`config.mk`:
```
export PLATFORM = sky130hd
export DESIGN_NAME = myproject
export DESIGN_NICKNAME = d
export VERILOG_FILES = /design/src/rtl/myproject_pkg.sv /design/src/rtl/myproject_dense_relu.sv /design/src/rtl/myproject.sv
export SDC_FILE = /design/constraint.sdc
export NUM_CORES = 1
export LEC_CHECK = 0
export BUFFER_PORTS_ARGS = -buffer_cell sky130_fd_sc_hd__buf_2
export CORE_MARGIN = 3
export CORE_UTILIZATION = 45
export DETAILED_ROUTE_END_ITERATION = 6
export HOLD_SLACK_MARGIN = 0.12
export PLACE_DENSITY = 0.62
export SLEW_MARGIN = 10
export SYNTH_ARGS = -nofsm -noshare
export SYNTH_HDL_FRONTEND = slang
export SYNTH_HIERARCHICAL = 1
export SYNTH_SLANG_ARGS = --single-unit
```
`constraint.sdc`:
```
create_clock -name ap_clk -period 8.3 [get_ports ap_clk]
set_input_delay 0 -clock ap_clk [delete_from_list [all_inputs] [get_ports ap_clk]]
set_output_delay 0 -clock ap_clk [all_outputs]
set_load 0.01 [all_outputs]
```
`src/rtl/myproject_pkg.sv`:
```
// myproject_pkg: shared types and constants for the myproject inference core.
//   DATA_W / FRAC_W / ACC_W : word, fraction and accumulator widths (Q6.10 data)
//   B_H3 / B_OUT           : bias constants 0.25 and 1.0 in LSB units
//   state_t                : control FSM state encoding
//   sext / zext            : widen a DATA_W word to ACC_W
//   relu_clamp             : ReLU followed by clamp to [0, 32767]
package myproject_pkg;

  localparam int DATA_W = 16;
  localparam int FRAC_W = 10;
  localparam int ACC_W  = 24;

  localparam logic signed [ACC_W-1:0] B_H3  = ACC_W'(256);
  localparam logic signed [ACC_W-1:0] B_OUT = ACC_W'(1024);

  // Largest positive DATA_W value, held in accumulator width.
  localparam logic signed [ACC_W-1:0] POS_MAX = ACC_W'(32767);
  // Most negative DATA_W value, held in accumulator width.
  localparam logic signed [ACC_W-1:0] NEG_MIN =
    {{(ACC_W-DATA_W+1){1'b1}}, {(DATA_W-1){1'b0}}};

  typedef enum logic [1:0] {
    S_IDLE = 2'd0,
    S_L1   = 2'd1,
    S_L2   = 2'd2,
    S_DONE = 2'd3
  } state_t;

  function automatic logic signed [ACC_W-1:0] sext(input logic [DATA_W-1:0] v);
    return {{(ACC_W-DATA_W){v[DATA_W-1]}}, v};
  endfunction

  function automatic logic signed [ACC_W-1:0] zext(input logic [DATA_W-1:0] v);
    return {{(ACC_W-DATA_W){1'b0}}, v};
  endfunction

  function automatic logic [DATA_W-1:0] relu_clamp(input logic signed [ACC_W-1:0] v);
    logic [DATA_W-1:0] r;
    if (v[ACC_W-1]) begin
      r = '0;
    end else if (v > POS_MAX) begin
      r = POS_MAX[DATA_W-1:0];
    end else begin
      r = v[DATA_W-1:0];
    end
    return r;
  endfunction

endpackage

```
`src/rtl/myproject_dense_relu.sv`:
```
// myproject_dense_relu: combinational 3-input, 4-neuron hidden layer with ReLU
// and clamp to [0, 32767]. Weights are fixed shifts/adds, so no multipliers.
//   x      in  3*DATA_W  packed features {x0, x1, x2}, each signed Q6.10
//   h0..h3 out DATA_W    hidden activations, non-negative Q6.10
module myproject_dense_relu
  import myproject_pkg::*;
(
  input  logic [3*DATA_W-1:0] x,
  output logic [DATA_W-1:0]   h0,
  output logic [DATA_W-1:0]   h1,
  output logic [DATA_W-1:0]   h2,
  output logic [DATA_W-1:0]   h3
);

  logic signed [ACC_W-1:0] x0;
  logic signed [ACC_W-1:0] x1;
  logic signed [ACC_W-1:0] x2;

  assign x0 = sext(x[3*DATA_W-1:2*DATA_W]);
  assign x1 = sext(x[2*DATA_W-1:DATA_W]);
  assign x2 = sext(x[DATA_W-1:0]);

  // x2 * 0.5 is an arithmetic shift, i.e. floor toward minus infinity.
  assign h0 = relu_clamp(x0 + x1 + x2);
  assign h1 = relu_clamp(x0 - x1);
  assign h2 = relu_clamp((x2 >>> 1) - x0);
  assign h3 = relu_clamp(x1 + B_H3);

endmodule

```
`src/rtl/myproject.sv`:
```
// myproject: fixed-function 3-4-1 inference core with start/done handshake.
// Sequence: IDLE -> L1 (register hidden layer) -> L2 (register output)
//           -> DONE (one-cycle done) -> IDLE.
// Handshake: an inference is accepted on a rising edge where the core is in
// IDLE, ap_start=1 and fc1_input_ap_vld=1; ap_ready is high combinationally in
// exactly that cycle. ap_done/layer13_out_ap_vld pulse for the single DONE
// cycle; layer13_out holds until the next DONE. Start is not sampled outside
// IDLE.
// Configuration macro OUT_SAT_EN: defined -> output saturates to 16-bit range;
// undefined -> output wraps to its low 16 bits.
// Ports:
//   ap_clk, ap_rst (async, active low)
//   ap_start, ap_done, ap_idle, ap_ready : control handshake
//   fc1_input[47:0], fc1_input_ap_vld    : packed features {x0,x1,x2}
//   layer13_out[15:0], layer13_out_ap_vld: result y, Q6.10
//   dbg_state                            : current FSM state for observation
module myproject
  import myproject_pkg::*;
(
  input  logic                ap_clk,
  input  logic                ap_rst,
  input  logic                ap_start,
  output logic                ap_done,
  output logic                ap_idle,
  output logic                ap_ready,
  input  logic [3*DATA_W-1:0] fc1_input,
  input  logic                fc1_input_ap_vld,
  output logic [DATA_W-1:0]   layer13_out,
  output logic                layer13_out_ap_vld,
  output state_t              dbg_state
);

  state_t                state_q;
  state_t                state_d;
  logic [3*DATA_W-1:0]   x_q;
  logic [DATA_W-1:0]     h0_q, h1_q, h2_q, h3_q;
  logic [DATA_W-1:0]     h0_c, h1_c, h2_c, h3_c;
  logic [DATA_W-1:0]     y_q;
  logic signed [ACC_W-1:0] y_acc;
  logic [DATA_W-1:0]     y_red;

  myproject_dense_relu u_dense (
    .x  (x_q),
    .h0 (h0_c),
    .h1 (h1_c),
    .h2 (h2_c),
    .h3 (h3_c)
  );

  // Output neuron. Hidden values are non-negative, so zero extension is exact.
  assign y_acc = zext(h0_q) - zext(h1_q) + (zext(h2_q) >>> 1)
               + (zext(h3_q) <<< 1) - B_OUT;

`ifdef OUT_SAT_EN
  always_comb begin
    y_red = y_acc[DATA_W-1:0];
    if (y_acc > POS_MAX) begin
      y_red = POS_MAX[DATA_W-1:0];
    end else if (y_acc < NEG_MIN) begin
      y_red = NEG_MIN[DATA_W-1:0];
    end
  end
`else
  assign y_red = y_acc[DATA_W-1:0];
`endif

  always_comb begin
    state_d  = state_q;
    ap_ready = 1'b0;
    case (state_q)
      S_IDLE: begin
        // Gated by reset so no accept is advertised while held in reset.
        if (ap_rst && ap_start && fc1_input_ap_vld) begin
          ap_ready = 1'b1;
          state_d  = S_L1;
        end
      end
      S_L1:    state_d = S_L2;
      S_L2:    state_d = S_DONE;
      S_DONE:  state_d = S_IDLE;
      default: state_d = S_IDLE;
    endcase
  end

  always_ff @(posedge ap_clk or negedge ap_rst) begin
    if (!ap_rst) begin
      state_q <= S_IDLE;
      x_q     <= '0;
      h0_q    <= '0;
      h1_q    <= '0;
      h2_q    <= '0;
      h3_q    <= '0;
      y_q     <= '0;
    end else begin
      state_q <= state_d;
      if (ap_ready) begin
        x_q <= fc1_input;
      end
      if (state_q == S_L1) begin
        h0_q <= h0_c;
        h1_q <= h1_c;
        h2_q <= h2_c;
        h3_q <= h3_c;
      end
      if (state_q == S_L2) begin
        y_q <= y_red;
      end
    end
  end

  assign ap_done            = (state_q == S_DONE);
  assign ap_idle            = (state_q == S_IDLE);
  assign layer13_out        = y_q;
  assign layer13_out_ap_vld = ap_done;
  assign dbg_state          = state_q;

endmodule

```
==> results of run 1 <==
final cells by class:
type,instances,area (um2)
Clock buffer,23,488.0
Clock inverter,9,153.9
Fill cell,1842,9234
Inverter,103,386.6
Multi-Input combinational cell,659,5856
Sequential cell,128,3203
Tap cell,270,337.8
Timing Repair Buffer,127,900.9
sequential cells by signal (all words and copies together) (netlist names):
signal,cells
dbg_state,2
h0_q,16
h1_q,16
h2_q,15
h3_q,15
layer13_out,16
x_q,48
stage by stage:
| step | setup WS (ps) | instances | util [%] | hold slack, ps |
|---|---|---|---|---|
| 2_1_floorplan | 4698 | 920 | - | -295.6 |
| 3_3_place_gp | 4404 | 1236 | 49.48 | 128.0 |
| 3_5_place_dp | 4317 | 1236 | 49.48 | 130.3 |
| 4_1_cts | 4290 | 1319 | 55.09 | 225.6 |
| 5_1_grt | 4030 | 1319 | 55.09 | 269.8 |
| 6_report | 4245 | 1319 | 55.09 | 197.8 |
critical path: cells and delay by family (launching register included):
kind | cells | cell delay, ps
simple gates | 2 | 440
flops | 1 | 420
compound gates | 6 | 1610
buf+inv | 3 | 240
mux | 1 | 310
fa+ha+maj | 3 | 910
metal layers:
layer | part of all wire (%) | track usage (%)
met1 | 50 | 29.17
met3 | 4.2 | 3.555
met5 | 0 | 0
met2 | 44 | 28.77
met4 | 1.8 | 5.437
worst paths after layout:
check,start,end
worst max-delay path,x_q[33]$_DFFE_PN0P_,h0_q[9]$_DFFE_PN0N_
worst min-delay path,ap_rst,layer13_out[0]$_DFFE_PN0P_
worst max register to register,x_q[33]$_DFFE_PN0P_,h0_q[9]$_DFFE_PN0N_
worst min register to register,layer13_out[10]$_DFFE_PN0P_,layer13_out[10]$_DFFE_PN0P_
max in group asynchronous,ap_rst,x_q[14]$_DFFE_PN0P_
min in group ap_clk,fc1_input[8],x_q[8]$_DFFE_PN0P_
==> reports/results.tsv, run 1 <==
stage	metric	value	unit
timing	Final setup viols	0	
routing	Vias	6979	
floorplanning	core area	20560	um2
timing	Worst Tran Pin Value	1144	ps
clocking	H-tree levels	4	
clocking	CTS tree	done	
placed_design	DP Wirelength	16.14	mm
timing	Period minus WS final	4055	ps
yosys	Yosys warning total	6	
routing	final wirelength	21.45	mm
placed_design	final estimated routing congestion in global placement	0.8809	
global_routing	initial antenna violation count	0	
clocking	Clock Path Buffers	2	
routing	vias per std cell	5.291	
cells_and_area	highest-count cells in the layout ignoring fill and taps	dfrtp_1 (128), inv_1 (103), mux2_2 (102), ha_1 (82), a21oi_1 (77)	
timing	final hold vios	0	
clocking	Hold Buf Count CTS	51	
critical_path	crit path cell chain	inv_1 -> fa_1 -> inv_1 -> ha_1 -> inv_1 -> fa_1 -> and2b_1 -> o2111ai_2 -> and3_4 -> o31ai_4 -> a21o_1 -> a21o_1 -> a31oi_2 -> a31oi_1 -> mux2_2	
cells_and_area	Antenna Diode Count	0	
routing	Initial DRC Count	419	
global_routing	vias in the first global route	7161	
clocking	post-CTS sizing	0	
cells_and_area	Final nets	1219	
critical_path	R2R depth	15	
outcome	status	completed	
critical_path	WS Path Type	register to register	
clocking	Worst-path clk slew	60	ps
clocking	clock buffers created by TritonCTS	17	
yosys	Cells after Synth	918	
critical_path	CP peak stage delay	830	ps
routing	residual DRC count	0	
timing	max-slew violations	0	
yosys	Synth Cell Area	9593	um2
floorplanning	die height	152.0	um
routing	DR pass1 iterations	4	
timing	max frequency	246.6	MHz
routing	Final ANT Viol Nets	0	
critical_path	Crit Path Max Fanout	15	
clocking	clk sinks	128	
timing	RSZ-0062 raised after global routing	false	
global_routing	first-pass GRT wire length	36.78	mm
timing	clk_skew	10.81	ps
cells_and_area	layout cells sized above 1	23.36	%
placed_design	I/O Buffers	73	
global_routing	GRT Util Overall	19.40	%
clocking	root buffer cell	clkbuf_16	
cells_and_area	Syn-to-layout area delta	18.06	%
timing	Final period util	48.85	%
cells_and_area	Final Instance Area	11330	um2
critical_path	Worst EP arrival	4360	ps
critical_path	r2r setup slk	4250	ps
critical_path	Crit path top cell by count	inv_1	
floorplanning	die area	23110	um2
floorplanning	I/O pin cnt	74	
critical_path	CP endpoint kind	register	
critical_path	Startpoint Class	register	
floorplanning	initial core utilization	46.66	%
worst_hold_path	Worst Hold Class	primary input to asynchronous set/reset pin	
clocking	Worst-Skew Late Latency	430	ps
clocking	postcts setup bufs	0	
timing	setup_tns	0	ps
timing	Max-slew headroom	23.21	%
floorplanning	Rows	52	
yosys	Avg Inst Size Synth	10.45	um2
placed_design	cell area after placement	10170	um2
critical_path	slowest CP cell	a31oi_2	
cells_and_area	commonest non-fill, non-tap cell in the layout	dfrtp_1	
routing	WL/cell	16.26	um
floorplanning	Die X	152.0	um
global_routing	total gr overflow	0	
flow_run	max cap viols	0	
critical_path	Required @ worst endpoint	8600	ps
global_routing	largest net degree at the start of global routing	82	
Power of run 1 is left out: the tool's default activity adds up to more than one toggle a clock period on the data nets, which glitch-free logic cannot reach.
==> inputs of run 2 (changes only) <==
- clock period: 8.3 -> 3.9 ns (I/O delays scaled with it)
==> reports/results.tsv, run 2 (synthesis gave the netlist of run 1 again) <==
stage	metric	value	unit
routing	residual DRC count	0	
placed_design	final estimated routing congestion in global placement	0.8370	
floorplanning	die area	23110	um2
cells_and_area	area of the multi-input gates	5856	um2
clocking	H-tree levels	4	
clocking	clock buffers created by TritonCTS	17	
placed_design	DP Cell Count	1244	
placed_design	DP Wirelength	16.43	mm
outcome	status	completed	
timing	setup_tns	0	ps
cells_and_area	commonest non-fill, non-tap cell in the layout	dfrtp_1	
cells_and_area	utilization after layout	55.02	%
timing	clk_skew	6.817	ps
placed_design	I/O Buffers	73	
cells_and_area	Antenna Diode Count	0	
global_routing	GRT Util Overall	19.44	%
timing	max frequency	269.2	MHz
clocking	Worst-Skew Late Latency	420	ps
timing	RSZ-0062 raised after global routing	false	
clocking	Clock Path Buffers	2	
timing	Worst Tran Pin Value	1188	ps
cells_and_area	fillers	1824	
flow_run	max cap viols	0	
routing	WL/cell	16.22	um
cells_and_area	Finished Layout Cells	1331	
routing	DR pass1 iterations	5	
timing	Min Hold Slack	320.0	ps
global_routing	initial antenna violation count	0	
global_routing	total gr overflow	0	
timing	Period minus WS final	3715	ps
floorplanning	Rows	52	
clocking	clk sinks	128	
cells_and_area	Final nets	1231	
global_routing	vias in the first global route	7234	
floorplanning	core area	20560	um2
critical_path	Required @ worst endpoint	4200	ps
clocking	Worst-path clk slew	60	ps
critical_path	WS Path Type	register to register	
routing	WL met1	10.80	mm
timing	max-slew violations	0	
timing	Final period util	95.27	%
clocking	root buffer cell	clkbuf_16	
timing	Max-slew headroom	20.27	%
routing	routed wl met3	830	um
cells_and_area	max reg flops	48	
critical_path	Worst EP arrival	4010	ps
global_routing	largest net degree at the start of global routing	67	
cells_and_area	layout cells sized above 1	24.03	%
routing	final wirelength	21.59	mm
routing	met2 wire length	9.671	mm
cells_and_area	FF/Latch Area	3203	um2
routing	Initial DRC Count	324	
critical_path	Crit Path Max Fanout	5	
clocking	CTS tree	done	
floorplanning	Die X	152.0	um
routing	Final ANT Viol Nets	0	
floorplanning	initial core utilization	46.66	%
timing	Final setup viols	0	
cells_and_area	highest-count cells in the layout ignoring fill and taps	dfrtp_1 (128), inv_1 (103), mux2_2 (102), ha_1 (82), a21oi_1 (77)	
cells_and_area	Syn-to-layout area delta	17.92	%
cells_and_area	largest register by flop count	x_q	
critical_path	CP endpoint kind	register	
global_routing	first-pass GRT wire length	36.70	mm
critical_path	Startpoint Class	register	
routing	DR top layer	met4	
timing	final hold vios	0	
routing	vias per std cell	5.229	
worst_hold_path	Worst Hold Class	primary input to asynchronous set/reset pin	
floorplanning	die height	152.0	um
routing	Vias	6960	
floorplanning	I/O pin cnt	74	
clocking	post-CTS sizing	0	
## run 2: changes by cell type in the layout (fill, tap and decap cells not counted), sizes merged
cell / change
buf: +11
bufinv: -4
clkbuf: +2
clkinv: +2
inv: +1
## run 2: final cells by class
type                    instances  share of cell area (%)
clock buffers                  24                   4.258
clock inverters                 8                  0.4977
inverters                     103                   3.418
multi-input cells             659                   51.76
flip-flops and latches        128                   28.32
well taps                     270                   2.986
repair buffers                139                   8.760
## run 2: final timing paths
kind                            slack [ps]                   startpoint  cells after the start                          end
worst min-delay path                   320                       ap_rst                      3   layer13_out[2]$_DFFE_PN0P_
worst min register to register         480  layer13_out[10]$_DFFE_PN0P_                      2  layer13_out[10]$_DFFE_PN0P_
worst max-delay path                   180          x_q[33]$_DFFE_PN0P_                     16          h0_q[1]$_DFFE_PN0N_
worst max register to register         180          x_q[33]$_DFFE_PN0P_                     16          h0_q[1]$_DFFE_PN0N_
min in group ap_clk                    340                fc1_input[38]                      3          x_q[38]$_DFFE_PN0P_
max in group asynchronous             2170                       ap_rst                      4          x_q[12]$_DFFE_PN0P_
## run 2: metal layers
layer	up-vias	track usage (%)
li1	3446	-
met5	-	0
met1	3376	28.53
met3	18	2.844
met2	120	30.29
met4	0	5.308
## run 2: through the flow
step | worst slack (ps) | area [um2]
after floorplan | 298.2 | 9600
after global placement | 187.2 | 10230
after detailed placement | 102.6 | 10230
after CTS | 67.35 | 11280
after global routing | 5.987 | 11310
final | 184.6 | 11310
## run 2: critical path, cell delays in order, from the launching register on
cell,delay (ps)
dfrtp_1,380
inv_1,150
fa_1,430
inv_1,70
ha_1,190
inv_1,70
fa_1,390
and2b_1,240
o2111ai_2,130
and3_4,190
o31ai_4,260
nor4_2,70
a311oi_2,270
o211a_4,230
buf_4,160
a21oi_1,90
mux2_2,270
## run 2: timing repair
item / in CTS / in global routing
endpoints found under the setup margin: 0 / 9
hold endpoints to repair: 115 / 0
hold buffers: 51 / 0
setup buffers: 0 / 4
Power of run 2 is left out for the same reason.
==> inputs of run 3 (changes only) <==
- clock period: 3.9 -> 3.75 ns (I/O delays scaled with it)
==> reports/results.tsv, run 3 (synthesis gave the netlist of run 1 again) <==
stage	metric	value	unit
outcome	status	completed	
critical_path	Worst EP arrival	3910	ps
cells_and_area	FF/Latch Area	3203	um2
critical_path	CP endpoint kind	register	
clocking	CTS tree	done	
clocking	clock buffers created by TritonCTS	17	
global_routing	GRT Util Overall	19.49	%
global_routing	met3 Usage GRT	2.873	%
timing	Final period util	95.92	%
routing	vias per std cell	5.243	
cells_and_area	Syn-to-layout area delta	19.79	%
routing	Vias	7010	
cells_and_area	Antenna Diode Count	0	
timing	RSZ-0062 raised after global routing	false	
critical_path	Required @ worst endpoint	4060	ps
timing	max frequency	278.0	MHz
floorplanning	die height	152.0	um
timing	Final setup viols	0	
cells_and_area	max reg flops	48	
global_routing	initial antenna violation count	0	
clocking	H-tree levels	4	
timing	Worst Tran Pin Value	1212	ps
clocking	Worst-path clk slew	60	ps
timing	Max-slew headroom	18.59	%
routing	Initial DRC Count	351	
worst_hold_path	Worst Hold Class	primary input to register	
cells_and_area	Final Instance Area	11490	um2
floorplanning	I/O pin cnt	74	
placed_design	DP Wirelength	16.61	mm
critical_path	Buf+Inv Stages, Crit Path	1	
timing	final hold vios	0	
global_routing	busiest grt layer	met2	
floorplanning	Rows	52	
global_routing	met2 global-route usage	29.74	%
timing	setup_tns	0	ps
critical_path	Crit path top cell by count	fa_1	
placed_design	I/O Buffers	73	
timing	Min Hold Slack	333.8	ps
critical_path	Startpoint Class	register	
clocking	Clock Path Buffers	2	
cells_and_area	fillers	1813	
cells_and_area	commonest non-fill, non-tap cell in the layout	dfrtp_1	
floorplanning	initial core utilization	46.66	%
placed_design	final estimated routing congestion in global placement	0.8707	
global_routing	M1 GR Usage	28.95	%
timing	clk_skew	6.578	ps
cells_and_area	largest register by flop count	x_q	
global_routing	vias in the first global route	7191	
global_routing	first-pass GRT wire length	36.92	mm
timing	max-slew violations	0	
clocking	Worst-Skew Late Latency	420	ps
global_routing	total gr overflow	0	
floorplanning	Die X	152.0	um
global_routing	largest net degree at the start of global routing	51	
critical_path	crit path cell chain	fa_1 -> fa_1 -> ha_1 -> ha_1 -> inv_1 -> fa_1 -> nand2b_1 -> a21o_1 -> a211o_1 -> a31oi_1 -> o21ai_0 -> a31o_1	
critical_path	Crit Path Max Fanout	3	
placed_design	cell area after placement	10280	um2
critical_path	slowest CP cell	fa_1	
cells_and_area	highest-count cells in the layout ignoring fill and taps	dfrtp_1 (128), inv_1 (102), mux2_2 (102), ha_1 (82), a21oi_1 (77)	
routing	final wirelength	21.86	mm
cells_and_area	area of the multi-input gates	5877	um2
critical_path	Crit path max-delay family	adder cells	
cells_and_area	Final nets	1237	
critical_path	WS Path Type	register to register	
flow_run	max cap viols	0	
critical_path	CP peak stage delay	570	ps
floorplanning	core area	20560	um2
routing	WL/cell	16.35	um
routing	residual DRC count	0	
timing	Period minus WS final	3597	ps
cells_and_area	utilization after layout	55.89	%
floorplanning	die area	23110	um2
cells_and_area	layout cells sized above 1	24.93	%
routing	Final ANT Viol Nets	0	
clocking	root buffer cell	clkbuf_16	
clocking	clk sinks	128	
routing	DR pass1 iterations	5	
==> run 3: cell count changes in the layout (fill, tap and decap cells not counted), moves of 2 or more <==
cell and delta:
buf_12 +2, buf_6 +2, clkbuf_1 -4, clkinvlp_4 +2, bufinv_16 +3
==> run 3: per-layer routing <==
| metal | wire (um) | share of wire, % | up-vias |
|---|---|---|---|
| met4 | 350 | 1.6 | 0 |
| met1 | 11260 | 52 | 3400 |
| met2 | 9634 | 44 | 124 |
| met3 | 613 | 2.8 | 23 |
| li1 | - | - | 3463 |
| met5 | 0 | 0 | - |
==> run 3: worst register-to-register path, stage by stage (launching register included) <==
cell and delay, ps:
dfrtp_1 410, fa_1 570, fa_1 430, ha_1 290
ha_1 190, inv_1 60, fa_1 390, nand2b_1 180
a21o_1 200, a211o_1 290, a31oi_1 180, o21ai_0 100
a31o_1 200
==> run 3: per-stage QoR <==
step,setup slack [ps],std cells
after floorplan,148.2,920
after global placement,109.6,1249
after detailed placement,34.23,1249
after CTS,7.817,1334
after global routing,5.246,1337
final,153.1,1337
==> run 3: timing repair <==
action / in CTS / in global routing
hold buffers: 53 / 0
hold endpoints to repair: 81 / 0
setup buffers: 0 / 2
gates resized for setup: 0 / 5
setup endpoints to repair: 0 / 18
==> run 3: final timing paths <==
check / from / endpoint / slack [ps] / depth (start not counted)
max in group asynchronous: ap_rst / x_q[43]$_DFFE_PN0P_ / 2460 / 4
setup / recovery: h0_q[2]$_DFFE_PN0N_ / layer13_out[14]$_DFFE_PN0P_ / 150 / 12
setup reg to reg: h0_q[2]$_DFFE_PN0N_ / layer13_out[14]$_DFFE_PN0P_ / 150 / 12
hold reg to reg: layer13_out[12]$_DFFE_PN0P_ / layer13_out[12]$_DFFE_PN0P_ / 470 / 1
hold / removal: fc1_input[34] / x_q[34]$_DFFE_PN0P_ / 330 / 3
min in group asynchronous: ap_rst / layer13_out[0]$_DFFE_PN0P_ / 650 / 4
==> run 3: area by class of cell <==
cell class              instances  share of cell area, %
clock buffers                  20                  4.061
clock inverters                12                  1.361
inverters                     103                  3.365
multi-input cells             660                  51.14
flip-flops and latches        128                  27.87
well taps                     270                  2.940
repair buffers                144                  9.255
Power of run 3 is left out for the same reason.
